[src/rtl/button_conditioner_pkg.sv]
// rtl/button_conditioner_pkg.sv - shared encodings, defaults and helpers for the button conditioner
package button_conditioner_pkg;

    // Default parameter values for the panel build
    localparam int DEF_CHANNELS        = 5;
    localparam int DEF_DEBOUNCE_CYCLES = 8;
    localparam int DEF_LONG_CYCLES     = 64;
    localparam int DEF_REPEAT_CYCLES   = 16;

    // Hold FSM encodings, kept as plain constants so older code can share them
    localparam logic [1:0] ST_RELEASED = 2'd0;
    localparam logic [1:0] ST_HELD     = 2'd1;
    localparam logic [1:0] ST_LONG     = 2'd2;

    // Bits needed to hold 0..max_val; never narrower than one bit
    function automatic int cnt_width(input int max_val);
        if (max_val < 1) begin
            return 1;
        end
        return $clog2(max_val + 1);
    endfunction

endpackage

[src/rtl/button_channel.sv]
// rtl/button_channel.sv - one button channel: synchroniser, debounce and hold FSM
module button_channel
    import button_conditioner_pkg::*;
#(
    parameter int DEBOUNCE_CYCLES = DEF_DEBOUNCE_CYCLES,
    parameter int LONG_CYCLES     = DEF_LONG_CYCLES,
    parameter int REPEAT_CYCLES   = DEF_REPEAT_CYCLES
) (
    input  logic clk_i,
    input  logic reset_i,
    input  logic tick_i,
    input  logic in_raw_i,
    output logic level_o,
    output logic press_o,
    output logic release_o,
    output logic long_press_o,
    output logic repeat_o
);

    // Debounce counter terminal is DEBOUNCE_CYCLES-1; hold counter must reach
    // whichever of the long and repeat terminals is larger.
    localparam int DB_W     = cnt_width(DEBOUNCE_CYCLES - 1);
    localparam int HOLD_MAX = (LONG_CYCLES > REPEAT_CYCLES) ? LONG_CYCLES : REPEAT_CYCLES;
    localparam int HW       = cnt_width(HOLD_MAX);

    localparam logic [DB_W-1:0] DB_TERM   = DB_W'(DEBOUNCE_CYCLES - 1);
    localparam logic [HW-1:0]   LONG_TERM = HW'(LONG_CYCLES - 1);
    localparam logic [HW-1:0]   RPT_TERM  = HW'((REPEAT_CYCLES > 0) ? (REPEAT_CYCLES - 1) : 0);
    localparam bit              RPT_EN    = (REPEAT_CYCLES > 0);

    logic            s1_q, s2_q;
    logic            level_q, level_d;
    logic [DB_W-1:0] db_cnt_q, db_cnt_d;
    logic [1:0]      state_q, state_d;
    logic [HW-1:0]   hold_cnt_q, hold_cnt_d;
    logic            press_q, press_d;
    logic            release_q, release_d;
    logic            long_q, long_d;
    logic            rpt_q, rpt_d;
    logic            rise, fall;

    // Two-flop synchroniser, runs every clock independent of tick
    always_ff @(posedge clk_i) begin
        if (reset_i) begin
            s1_q <= 1'b0;
            s2_q <= 1'b0;
        end else begin
            s1_q <= in_raw_i;
            s2_q <= s1_q;
        end
    end

    // Debounce: level flips only after DEBOUNCE_CYCLES consecutive disagreeing ticks
    always_comb begin
        level_d  = level_q;
        db_cnt_d = db_cnt_q;
        if (s2_q == level_q) begin
            db_cnt_d = '0;
        end else if (tick_i) begin
            if (db_cnt_q == DB_TERM) begin
                level_d  = ~level_q;
                db_cnt_d = '0;
            end else begin
                db_cnt_d = db_cnt_q + 1'b1;
            end
        end
    end

    assign rise = level_d & ~level_q;
    assign fall = ~level_d & level_q;

    // Hold FSM: edges of the debounced level win over any counter terminal
    always_comb begin
        state_d    = state_q;
        hold_cnt_d = hold_cnt_q;
        press_d    = rise;
        release_d  = fall;
        long_d     = 1'b0;
        rpt_d      = 1'b0;
        if (rise) begin
            state_d    = ST_HELD;
            hold_cnt_d = '0;
        end else if (fall) begin
            state_d    = ST_RELEASED;
            hold_cnt_d = '0;
        end else begin
            case (state_q)
                ST_RELEASED: begin
                    hold_cnt_d = '0;
                end
                ST_HELD: begin
                    if (tick_i) begin
                        if (hold_cnt_q == LONG_TERM) begin
                            long_d     = 1'b1;
                            hold_cnt_d = '0;
                            state_d    = ST_LONG;
                        end else begin
                            hold_cnt_d = hold_cnt_q + 1'b1;
                        end
                    end
                end
                ST_LONG: begin
                    // With repeat disabled the channel parks here until release
                    if (RPT_EN && tick_i) begin
                        if (hold_cnt_q == RPT_TERM) begin
                            rpt_d      = 1'b1;
                            hold_cnt_d = '0;
                        end else begin
                            hold_cnt_d = hold_cnt_q + 1'b1;
                        end
                    end
                end
                default: begin
                    state_d    = ST_RELEASED;
                    hold_cnt_d = '0;
                end
            endcase
        end
    end

    // State, counters and registered event pulses
    always_ff @(posedge clk_i) begin
        if (reset_i) begin
            level_q    <= 1'b0;
            db_cnt_q   <= '0;
            state_q    <= ST_RELEASED;
            hold_cnt_q <= '0;
            press_q    <= 1'b0;
            release_q  <= 1'b0;
            long_q     <= 1'b0;
            rpt_q      <= 1'b0;
        end else begin
            level_q    <= level_d;
            db_cnt_q   <= db_cnt_d;
            state_q    <= state_d;
            hold_cnt_q <= hold_cnt_d;
            press_q    <= press_d;
            release_q  <= release_d;
            long_q     <= long_d;
            rpt_q      <= rpt_d;
        end
    end

    assign level_o      = level_q;
    assign press_o      = press_q;
    assign release_o    = release_q;
    assign long_press_o = long_q;
    assign repeat_o     = rpt_q;

endmodule

[src/rtl/button_conditioner.sv]
// rtl/button_conditioner.sv - multi-channel button conditioner top level
module button_conditioner
    import button_conditioner_pkg::*;
#(
    parameter int CHANNELS        = DEF_CHANNELS,
    parameter int DEBOUNCE_CYCLES = DEF_DEBOUNCE_CYCLES,
    parameter int LONG_CYCLES     = DEF_LONG_CYCLES,
    parameter int REPEAT_CYCLES   = DEF_REPEAT_CYCLES
) (
    input  logic                clk_i,
    input  logic                reset_i,
    input  logic                tick_i,
    input  logic [CHANNELS-1:0] in_raw_i,
    output logic [CHANNELS-1:0] level_o,
    output logic [CHANNELS-1:0] press_o,
    output logic [CHANNELS-1:0] release_o,
    output logic [CHANNELS-1:0] long_press_o,
    output logic [CHANNELS-1:0] repeat_o
);

    // Channels share nothing but clock, reset and tick
    for (genvar g = 0; g < CHANNELS; g++) begin : g_ch
        button_channel #(
            .DEBOUNCE_CYCLES (DEBOUNCE_CYCLES),
            .LONG_CYCLES     (LONG_CYCLES),
            .REPEAT_CYCLES   (REPEAT_CYCLES)
        ) u_ch (
            .clk_i        (clk_i),
            .reset_i      (reset_i),
            .tick_i       (tick_i),
            .in_raw_i     (in_raw_i[g]),
            .level_o      (level_o[g]),
            .press_o      (press_o[g]),
            .release_o    (release_o[g]),
            .long_press_o (long_press_o[g]),
            .repeat_o     (repeat_o[g])
        );
    end

endmodule
[config.mk]
export PLATFORM = sky130hd
export DESIGN_NAME = button_conditioner
export DESIGN_NICKNAME = d
export VERILOG_FILES = /design/src/rtl/button_conditioner_pkg.sv /design/src/rtl/button_channel.sv /design/src/rtl/button_conditioner.sv
export SDC_FILE = /design/constraint.sdc
export NUM_CORES = 1
export LEC_CHECK = 0
export CAP_MARGIN = 20
export CORE_ASPECT_RATIO = 1.5
export CORE_MARGIN = 3
export CORE_UTILIZATION = 53
export CTS_CLUSTER_DIAMETER = 100
export DETAILED_ROUTE_END_ITERATION = 8
export PLACE_DENSITY = 0.85
export RECOVER_POWER = 25
export SLEW_MARGIN = 5
export SYNTH_ARGS = -nofsm -noshare
export SYNTH_HDL_FRONTEND = slang
export SYNTH_SLANG_ARGS = --single-unit
[constraint.sdc]
create_clock -name clk_i -period 1.6 [get_ports clk_i]
set_input_delay 0.32 -clock clk_i [delete_from_list [all_inputs] [get_ports clk_i]]
set_output_delay 0.32 -clock clk_i [all_outputs]
set_load 0.005 [all_outputs]
==> summary.txt <==
Crit-path max FO = 4
Clk root buf = clkbuf_16
Hold Path Stages = 1
Tot GR Track Use = 0.204
Setup violators final = 0
Highest clock rate = 636 MHz
Initial DRC Count = 274
Slew HR = 0.598
Power Dens Cells = 820 nW/um^2
Clock transition at path regs = 0.06 ns
Worst-Margin Slew = 0.602 ns
Setup crit start = g_ch[3].u_ch.hold_cnt_q[0]
WL final = 11200 um
Vias = 4110
Netlist cell types = 70
Overall Power = 5010 uW
DRC = 0
Critical Path AT = 1.82 ns
Post-Syn Area = 4780 um^2
Hold path endpoint = g_ch[0].u_ch.s2_q
Mapped Cells = 540
Clock sink count = 95
Chip width = 83.5 um
Fraction of layout cells with a size suffix above 1 = 0.282
Hold Path Origin = g_ch[0].u_ch.s1_q
Final Cycle Share = 0.982
Die Y = 122 um
1st-pass router iterations = 4
Ant diodes = 0
Crit path launch type = flop
Inst Count DP = 682
Outcome = finished clean
Starting Density = 0.555
Hold Path Class = flop to flop
FP Rows = 41
H-tree depth = 3
Peak VDD IR = 691 uV
Worst-skew pair later-pin latency = 0.35 ns
Worst-case reg-to-reg path depth = 6
Final setup margin = 0.0284 ns
Net switching power = 1160 uW
IO Pins = 33
I/O Buffers = 32
Clock buffer depth = 2
RSZ-0062 raised after global routing = true
Crit end category = flop
Post-synthesis sequential area ratio = 0.398
DP Worst Slack = -0.0944 ns
Post-synth EDFFs = 0
Combinational share of power = 0.074
Mapped Nets = 578
Remaining antenna violation count = 0
Cts hold-fix bufs = 0
Leakage power = 0.00217 uW
Post-synth ARST share = 0
Primary flip-flop cell chosen by synthesis mapping = dfxtp_1
Fin. max-slew vios = 0
Initial antenna violation count = 0
Worst r2r src = g_ch[3].u_ch.hold_cnt_q[0]
Synth Warn # = 0
Switch share = 0.232
Max-Cap Viols = 0
Tmin final = 1.57 ns
Flop pwr share = 0.479
Post-DP HPWL = 7300 um
Vias in the first global route = 4128
Clock network fraction of total power = 0.446
Int Pwr = 3850 uW
CORE AREA = 8620 um^2
R2R setup slack = 0.03 ns
Area Growth Syn to Fin = 27.9%
Routed len/inst = 15.8 um
WP data required = 1.84 ns
Gpl congestion = 0.913
Crit Path Class = flop to flop
Worst Skew = 0.00709 ns
Largest net degree at the start of global routing = 25
Mean post-synth cell area = 8.85 um^2
First-pass GRT wire length = 17400 um
Die area = 10200 um^2
Final #Nets = 632
Seq cells post-synth = 95
Hold Slack = 0.439 ns
Vias/cell = 5.82
CTS tree = done
Critical R2R Capture = g_ch[3].u_ch.hold_cnt_q[5]
Post-route insts no fill = 706
Hold Fails Final Rpt = 0
Global route total overflow = 0
TritonCTS Buffers = 9
kinds of logic (layout without fill, tap and decap cells):
kind of cell               Yosys count  in the layout  synth area share
AOI/OAI and AO/OA                  103            103             0.147
xor gates and xnor gates            16             16            0.0293
adders and majority gates           30             30            0.0785
buffers and inverters               63            122            0.0801
DFF                                 95             95             0.398
muxes                               14             14            0.0296
and+or+nand+nor                    219            219             0.237
synth_stat cells (9+ instances only):
master	number	share of area
nand2_1	48	0.038
mux2i_1	13	0.027
nor3_1	25	0.026
ha_1	30	0.079
dfxtp_1	95	0.40
nand3_1	23	0.024
o21ai_0	11	0.012
a21oi_1	33	0.035
xor2_1	9	0.016
inv_1	19	0.015
nor2b_1	11	0.014
o21ai_1	9	0.0094
buf_4	27	0.042
nor2_1	55	0.043
cells in the final DEF (no fill, tap or decap), types with 4 or more instances in the layout:
cell type	netlist	layout
o21ai_1	9	7
a31oi_1	8	6
ha_2	0	9
ha_4	0	10
nand2_1	48	48
clkdlybuf4s50_1	0	29
dfxtp_2	0	15
clkbuf_16	0	9
nor2_1	55	48
nand2b_1	8	8
xnor2_1	7	6
o211ai_1	4	4
nor3_1	25	20
inv_2	1	6
dfxtp_1	95	74
nand3b_1	5	5
and3_1	7	6
nor2b_1	11	11
nor4b_1	6	4
xor2_1	9	9
or3_1	7	6
o21ai_0	11	11
o21ai_2	3	5
nor2_2	1	6
inv_1	19	15
mux2i_1	13	13
ha_1	30	11
dfxtp_4	0	6
a21oi_1	33	31
buf_4	27	49
nand3_1	23	21
stage by stage:
step           cell area (um^2)  setup TNS [ns]  utilization
3_5_place_dp               5270          -0.766        0.611
6_report                   6110               0        0.709
3_3_place_gp               5270               0        0.611
4_1_cts                    5680        -0.00791        0.659
5_1_grt                    6110          -0.473        0.709
2_1_floorplan              4780               0            -
worst max-delay path, cell delays in order, from the launching register on:
cell and delay (ns):
dfxtp_4 0.36, ha_4 0.15, nand4b_4 0.13, o31a_1 0.33
o211ai_2 0.26, a21oi_1 0.08, a21o_1 0.16
worst max path at each step:
| stage | slack, ns | endpoint | cells after the start |
|---|---|---|---|
| 2_1_floorplan | 0.04 | g_ch[0].u_ch.hold_cnt_q[0] | 6 |
| 3_3_place_gp | 0.03 | g_ch[0].u_ch.hold_cnt_q[4] | 6 |
| 3_5_place_dp | -0.09 | g_ch[1].u_ch.hold_cnt_q[6] | 6 |
| 4_1_cts | -0.008 | g_ch[4].u_ch.hold_cnt_q[5] | 7 |
| 5_1_grt | -0.07 | g_ch[4].u_ch.state_q[0] | 6 |
| 6_report | 0.03 | g_ch[3].u_ch.hold_cnt_q[5] | 6 |
state kept, by name (all words and copies together) (netlist names):
name,count
g_ch.u_ch.hold_cnt_q,35
g_ch.u_ch.db_cnt_q,15
g_ch.u_ch.state_q,10
g_ch.u_ch.level_o,5
g_ch.u_ch.long_press_o,5
g_ch.u_ch.press_o,5
g_ch.u_ch.release_o,5
g_ch.u_ch.repeat_o,5
g_ch.u_ch.s1_q,5
g_ch.u_ch.s2_q,5
cell type report:
class	count	area, um^2
clock buffer	11	253
timing repair buffer	85	712
inverter	21	78.8
multi-input combinational	382	2930
sequential	95	1940
fill	583	2510
tap	107	134
clock inverter	5	65.1
power by group through the flow:
stage                     logic (uW)  clock network, uW  registers, uW
final                            373               2240           2400
after global routing             408               2350           2400
after CTS                        334               2270           2410
after detailed placement         327                  0           2460
after global placement           313                  0           2460
after floorplan                  237                  0           2460
timing repair:
action,in CTS,in global routing
gates cloned,0,0
resized for setup,26,88
pin swaps,9,20
endpoints found under the setup margin,26,36
buffers inserted,2,6
per-layer routing:
| layer | track usage | share of wire | routed length [um] | up-vias |
|---|---|---|---|---|
| li1 | - | - | - | 1990 |
| met1 | 0.207 | 0.38 | 4200 | 1973 |
| met2 | 0.401 | 0.55 | 6150 | 108 |
| met3 | 0.0369 | 0.038 | 428 | 39 |
| met4 | 0.0946 | 0.036 | 398 | 0 |
| met5 | 0 | 0 | 0 | - |
No activity file was read; power rests on OpenSTA's default activity.
